[src/rtl/add2_and_clip_pipe_pkg.sv]
// add_clip_pkg: shared clip types and saturation helpers for add2_and_clip_pipe.
// Helpers work on a 64-bit signed carrier so any lane width up to 63 bits fits.
package add_clip_pkg;

    localparam int MAX_W = 64;

    typedef struct packed {
        logic signed [MAX_W-1:0] data;
        logic                    clip;
    } clip_result_t;

    function automatic logic signed [MAX_W-1:0] sat_max(input int w);
        return (64'sd1 <<< (w - 1)) - 64'sd1;
    endfunction

    function automatic logic signed [MAX_W-1:0] sat_min(input int w);
        return -(64'sd1 <<< (w - 1));
    endfunction

    function automatic clip_result_t clip_sum(input logic signed [MAX_W-1:0] sum, input int w);
        clip_result_t r;
        r.clip = (sum > sat_max(w)) || (sum < sat_min(w));
        r.data = (sum > sat_max(w)) ? sat_max(w) : (sum < sat_min(w)) ? sat_min(w) : sum;
        return r;
    endfunction

endpackage

[src/rtl/add2_and_clip_pipe_lane.sv]
// add2_and_clip_lane: one lane of the pipe, exact add in S1 and saturating clip in S2.
// Ports: clk, rst_n (async, active-low), s1_en/s2_en stage load strobes,
//        a/b signed operands, data clipped result, clip saturation flag.
module add2_and_clip_lane
    import add_clip_pkg::*;
#(
    parameter int WIDTH = 16
) (
    input  logic             clk,
    input  logic             rst_n,
    input  logic             s1_en,
    input  logic             s2_en,
    input  logic [WIDTH-1:0] a,
    input  logic [WIDTH-1:0] b,
    output logic [WIDTH-1:0] data,
    output logic             clip
);

    logic signed [WIDTH:0]     s1_sum;
    clip_result_t              r;
    logic [MAX_W-1-WIDTH:0]    unused_hi;

    assign r         = clip_sum(MAX_W'(s1_sum), WIDTH);
    assign unused_hi = r.data[MAX_W-1:WIDTH];

    always_ff @(posedge clk or negedge rst_n) begin
        if (!rst_n) begin
            s1_sum <= '0;
            data   <= '0;
            clip   <= 1'b0;
        end else begin
            if (s1_en) s1_sum <= $signed({a[WIDTH-1], a}) + $signed({b[WIDTH-1], b});
            if (s2_en) begin
                data <= r.data[WIDTH-1:0];
                clip <= r.clip;
            end
        end
    end

endmodule

[src/rtl/add2_and_clip_pipe.sv]
// add2_and_clip_pipe: NCH-lane saturating adder behind a two-stage valid/ready pipeline.
// Ports: clk, rst_n (async, active-low); in1_tdata/in2_tdata/in_tlast/in_tvalid/in_tready
//        operand stream; sum_tdata/sum_clip/sum_tlast/sum_tvalid/sum_tready result stream;
//        stats_clr/stats_count per-lane saturation counters.
// Macro ADD2_AND_CLIP_PIPE_STATS_EN builds the counters; otherwise stats_count is 0.
module add2_and_clip_pipe
    import add_clip_pkg::*;
#(
    parameter int WIDTH     = 16,
    parameter int NCH       = 2,
    parameter int CNT_WIDTH = 16
) (
    input  logic                     clk,
    input  logic                     rst_n,
    input  logic [NCH*WIDTH-1:0]     in1_tdata,
    input  logic [NCH*WIDTH-1:0]     in2_tdata,
    input  logic                     in_tlast,
    input  logic                     in_tvalid,
    output logic                     in_tready,
    output logic [NCH*WIDTH-1:0]     sum_tdata,
    output logic [NCH-1:0]           sum_clip,
    output logic                     sum_tlast,
    output logic                     sum_tvalid,
    input  logic                     sum_tready,
    input  logic                     stats_clr,
    output logic [NCH*CNT_WIDTH-1:0] stats_count
);

    logic s1_valid, s1_last, s1_ld, s2_ld, s1_en, s2_en;

    assign s2_ld     = !sum_tvalid || sum_tready;
    assign s1_ld     = !s1_valid || s2_ld;
    assign in_tready = s1_ld;
    // Data registers only move when a real beat arrives, so stalled outputs stay put.
    assign s1_en     = s1_ld && in_tvalid;
    assign s2_en     = s2_ld && s1_valid;

    always_ff @(posedge clk or negedge rst_n) begin
        if (!rst_n) begin
            s1_valid   <= 1'b0;
            s1_last    <= 1'b0;
            sum_tvalid <= 1'b0;
            sum_tlast  <= 1'b0;
        end else begin
            if (s1_ld) s1_valid <= in_tvalid;
            if (s1_en) s1_last <= in_tlast;
            if (s2_ld) sum_tvalid <= s1_valid;
            if (s2_en) sum_tlast <= s1_last;
        end
    end

    for (genvar k = 0; k < NCH; k++) begin : g_lane
        add2_and_clip_lane #(.WIDTH(WIDTH)) u_lane (
            .clk  (clk),
            .rst_n(rst_n),
            .s1_en(s1_en),
            .s2_en(s2_en),
            .a    (in1_tdata[k*WIDTH +: WIDTH]),
            .b    (in2_tdata[k*WIDTH +: WIDTH]),
            .data (sum_tdata[k*WIDTH +: WIDTH]),
            .clip (sum_clip[k])
        );
    end

`ifdef ADD2_AND_CLIP_PIPE_STATS_EN
    for (genvar k = 0; k < NCH; k++) begin : g_cnt
        logic [CNT_WIDTH-1:0] cnt;
        always_ff @(posedge clk or negedge rst_n) begin
            if (!rst_n) cnt <= '0;
            else if (stats_clr) cnt <= '0;
            else if (sum_tvalid && sum_tready && sum_clip[k] && !(&cnt)) cnt <= cnt + 1'b1;
        end
        assign stats_count[k*CNT_WIDTH +: CNT_WIDTH] = cnt;
    end
`else
    logic unused_clr;
    assign unused_clr  = stats_clr;
    assign stats_count = '0;
`endif

endmodule

[config.mk]
export PLATFORM = sky130hd
export DESIGN_NAME = add2_and_clip_pipe
export DESIGN_NICKNAME = d
export VERILOG_FILES = /design/src/rtl/add2_and_clip_pipe_pkg.sv /design/src/rtl/add2_and_clip_pipe_lane.sv /design/src/rtl/add2_and_clip_pipe.sv
export SDC_FILE = /design/constraint.sdc
export NUM_CORES = 1
export LEC_CHECK = 0
export ABC_AREA = 1
export BUFFER_PORTS_ARGS = -buffer_cell sky130_fd_sc_hd__buf_2
export CAP_MARGIN = 15
export CORE_AREA = 8 8 110 123
export DETAILED_ROUTE_END_ITERATION = 8
export DIE_AREA = 0 0 118 131
export PLACE_DENSITY = 0.72
export SLEW_MARGIN = 5
export SYNTH_ARGS = -nofsm -noshare
export SYNTH_HDL_FRONTEND = slang
export SYNTH_SLANG_ARGS = --single-unit
[constraint.sdc]
create_clock -name clk -period 1.4 [get_ports clk]
set_input_delay 0.07 -clock clk [delete_from_list [all_inputs] [get_ports clk]]
set_output_delay 0.07 -clock clk [all_outputs]
set_load 0.02 [all_outputs]
==> results_dict.tcl <==
set metrics [dict create \
    cp-start-kind "register" \
    drive_above_1_share_pct 21.4 \
    synth_cells 711 \
    htreeDepth 3 \
    gp_congestion 0.822 \
    path_class "reg2reg" \
    p_leak_uw 0.00349 \
    routedWlPerCell_um 11.4 \
    drv_slew 0 \
    seq_area_um2 1800 \
    syn_area_um2 5040 \
    antenna_left 0 \
    drv_cap 0 \
    post-place-ws_ns -0.182 \
    gr-total-overflow 0 \
    endpoint_kind "register" \
    cts_buffers 9 \
    placed_area_um2 5800 \
    die_x_um 118 \
    min_period_ns 1.29 \
    run_status "finished clean" \
    cts-root-buf "clkbuf_16" \
    grt_start_max_net_pins 73 \
    mostFrequentLayoutCell "nand2_1" \
    syn-mean-instance-area_um2 7.10 \
    final_area_um2 6100 \
    cts_sinks 72 \
    synth-edff-count 0 \
    critPathRequiredTime_ns 1.61 \
    min_path_type "in2reg" \
    vias 4458 \
    async_flop_share_pct 100 \
    row_count 42 \
    fin_crit_sh_pct 92.0 \
    clockBufferDepth 2 \
    clkLatencyLatePin_ns 0.33 \
    drt_iter0_markers 173 \
    hold_violations 0 \
    finalSetupViolCount 0 \
    timing.hold.ws_ns 0.0600 \
    fin_worst_skew_ns 0.00294 \
    ys_seq_elements 72 \
    rsz0062_at_grt "no" \
    fillers 1211 \
    cp.arrival_ns 1.50 \
    fmax_ghz 0.777 \
    crit_path_max_fanout 14 \
    grt_pass1_vias 4297 \
    synth_top_area_share_pct 35.7 \
    yosys.area.top_type "dfrtp_1" \
    fin_ws_ns 0.112 \
    drc 0 \
    routed_wl_um 11500 \
    clk_pin_slew_worst_paths_ns 0.05 \
    dieArea_um2 15500 \
    io_buffers 105 \
    ys_warn_count 0 \
    fin_util_pct 52.6 \
    core_um2 11600 \
    nets 951 \
    r2r_setup_slack_ns 0.11 \
    cts_setup_buffers 0 \
    ios 139 \
    seq_area_frac_synth_pct 35.7 \
    start_util_pct 43.4 \
    cts_tree "yes" \
    syn_to_final_growth_pct 21.0 \
    viasPerCell 4.44 \
    synth_cell_type_count 30 \
    dr.pass1.iters 4 \
    final_cell_mix "nand2_1 (265), buf_2 (105), inv_1 (86)" \
    grt_pass1_wl_um 19700 \
    dp_hpwl_um 9320 \
    track_usage_pct 15.4 \
    cellPowerDensity_nw_per_um2 1380 \
    vdd_drop_max_v 0.000691 \
    ys_top_cells_by_area "dfrtp_1 (36%), nand2_1 (20%), ha_1 (7.9%), inv_1 (6.4%), buf_4 (5.7%)" \
    die_h_um 131 \
    synth_ff_type "dfrtp_1" \
    multi_input_area_um2 2640 \
    place_inst 988 \
    antenna_found_initial 0 \
    instances_no_fill 1005 \
]
==> worst max-delay path, stage by stage, from the launching register on <==
cell	delay, ns
dfrtp_1	0.40
nand3_2	0.14
nand2_4	0.15
inv_1	0.07
buf_4	0.19
nand3_1	0.14
nand2_1	0.06
==> Yosys cell counts (7+ instances only) <==
| library cell | count |
|---|---|
| nor2_1 | 49 |
| ha_1 | 32 |
| xnor2_1 | 8 |
| buf_4 | 38 |
| nand3_1 | 35 |
| a21oi_1 | 49 |
| nand2_2 | 11 |
| nand2_1 | 265 |
| o21ai_0 | 14 |
| dfrtp_1 | 72 |
| inv_1 | 86 |
| buf_6 | 7 |
==> worst paths after layout <==
check | from | depth (start not counted) | end
worst max-delay path | s1_valid | 6 | g_lane[0].u_lane.s1_sum[11]
max in group asynchronous | rst_n | 3 | g_lane[1].u_lane.data[13]
worst min-delay path | sum_tready | 4 | s1_valid
min in group asynchronous | rst_n | 3 | g_lane[0].u_lane.s1_sum[3]
worst min register to register | s1_last | 2 | sum_tlast
worst max register to register | s1_valid | 6 | g_lane[0].u_lane.s1_sum[11]
==> metal layers <==
layer	GRT usage (%)	share of wire [%]
met4	5.81	1.5
met1	21.8	53
met3	3.14	3.5
met2	22.7	42
met5	0	0
==> stage by stage <==
stage | power (uW) | TNS [ns]
final | 8410 | 0
after global routing | 9020 | 0
after CTS | 8510 | 0
after detailed placement | 6380 | -1.91
after global placement | 6330 | -1.44
after floorplan | 5330 | 0
==> state kept, by name, indices dropped and copies added, names as in the netlist <==
signal	cells
s1_valid	1
sum_tlast	1
g_lane.u_lane.clip	2
g_lane.u_lane.data	32
s1_last	1
sum_tvalid	1
g_lane.u_lane.s1_sum	34
==> timing repair <==
action / 4_1_cts / 5_1_grt
hold buffers: 2 / 0
setup endpoints to repair: 0 / 4
hold endpoints to repair: 73 / 0
resized for setup: 0 / 1
==> where the power goes <==
group	total (uW)	internal, uW	switching [uW]
logic	3230	1200	2040
registers	3090	2730	359
clock network	2080	1320	760
total	8410	5250	3160
==> layout make-up <==
cell class	instances	area share, %
clock buffer	14	4.49
timing repair buffer	143	14.0
antenna	1	0.0410
sequential	72	29.5
tap	154	3.16
multi-input combinational	531	43.3
inverter	90	5.53
==> cell families after synthesis <==
| group | count (synthesis) | synth area share (%) |
|---|---|---|
| other cells | 1 | 0.0743 |
| buf+inv | 139 | 14.3 |
| simple gates | 389 | 32.6 |
| fa+ha+maj | 34 | 8.73 |
| compound gates | 68 | 7.14 |
| xor+xnor | 8 | 1.39 |
| flops | 72 | 35.7 |
Note: power is estimated with default switching activity, not from simulation.
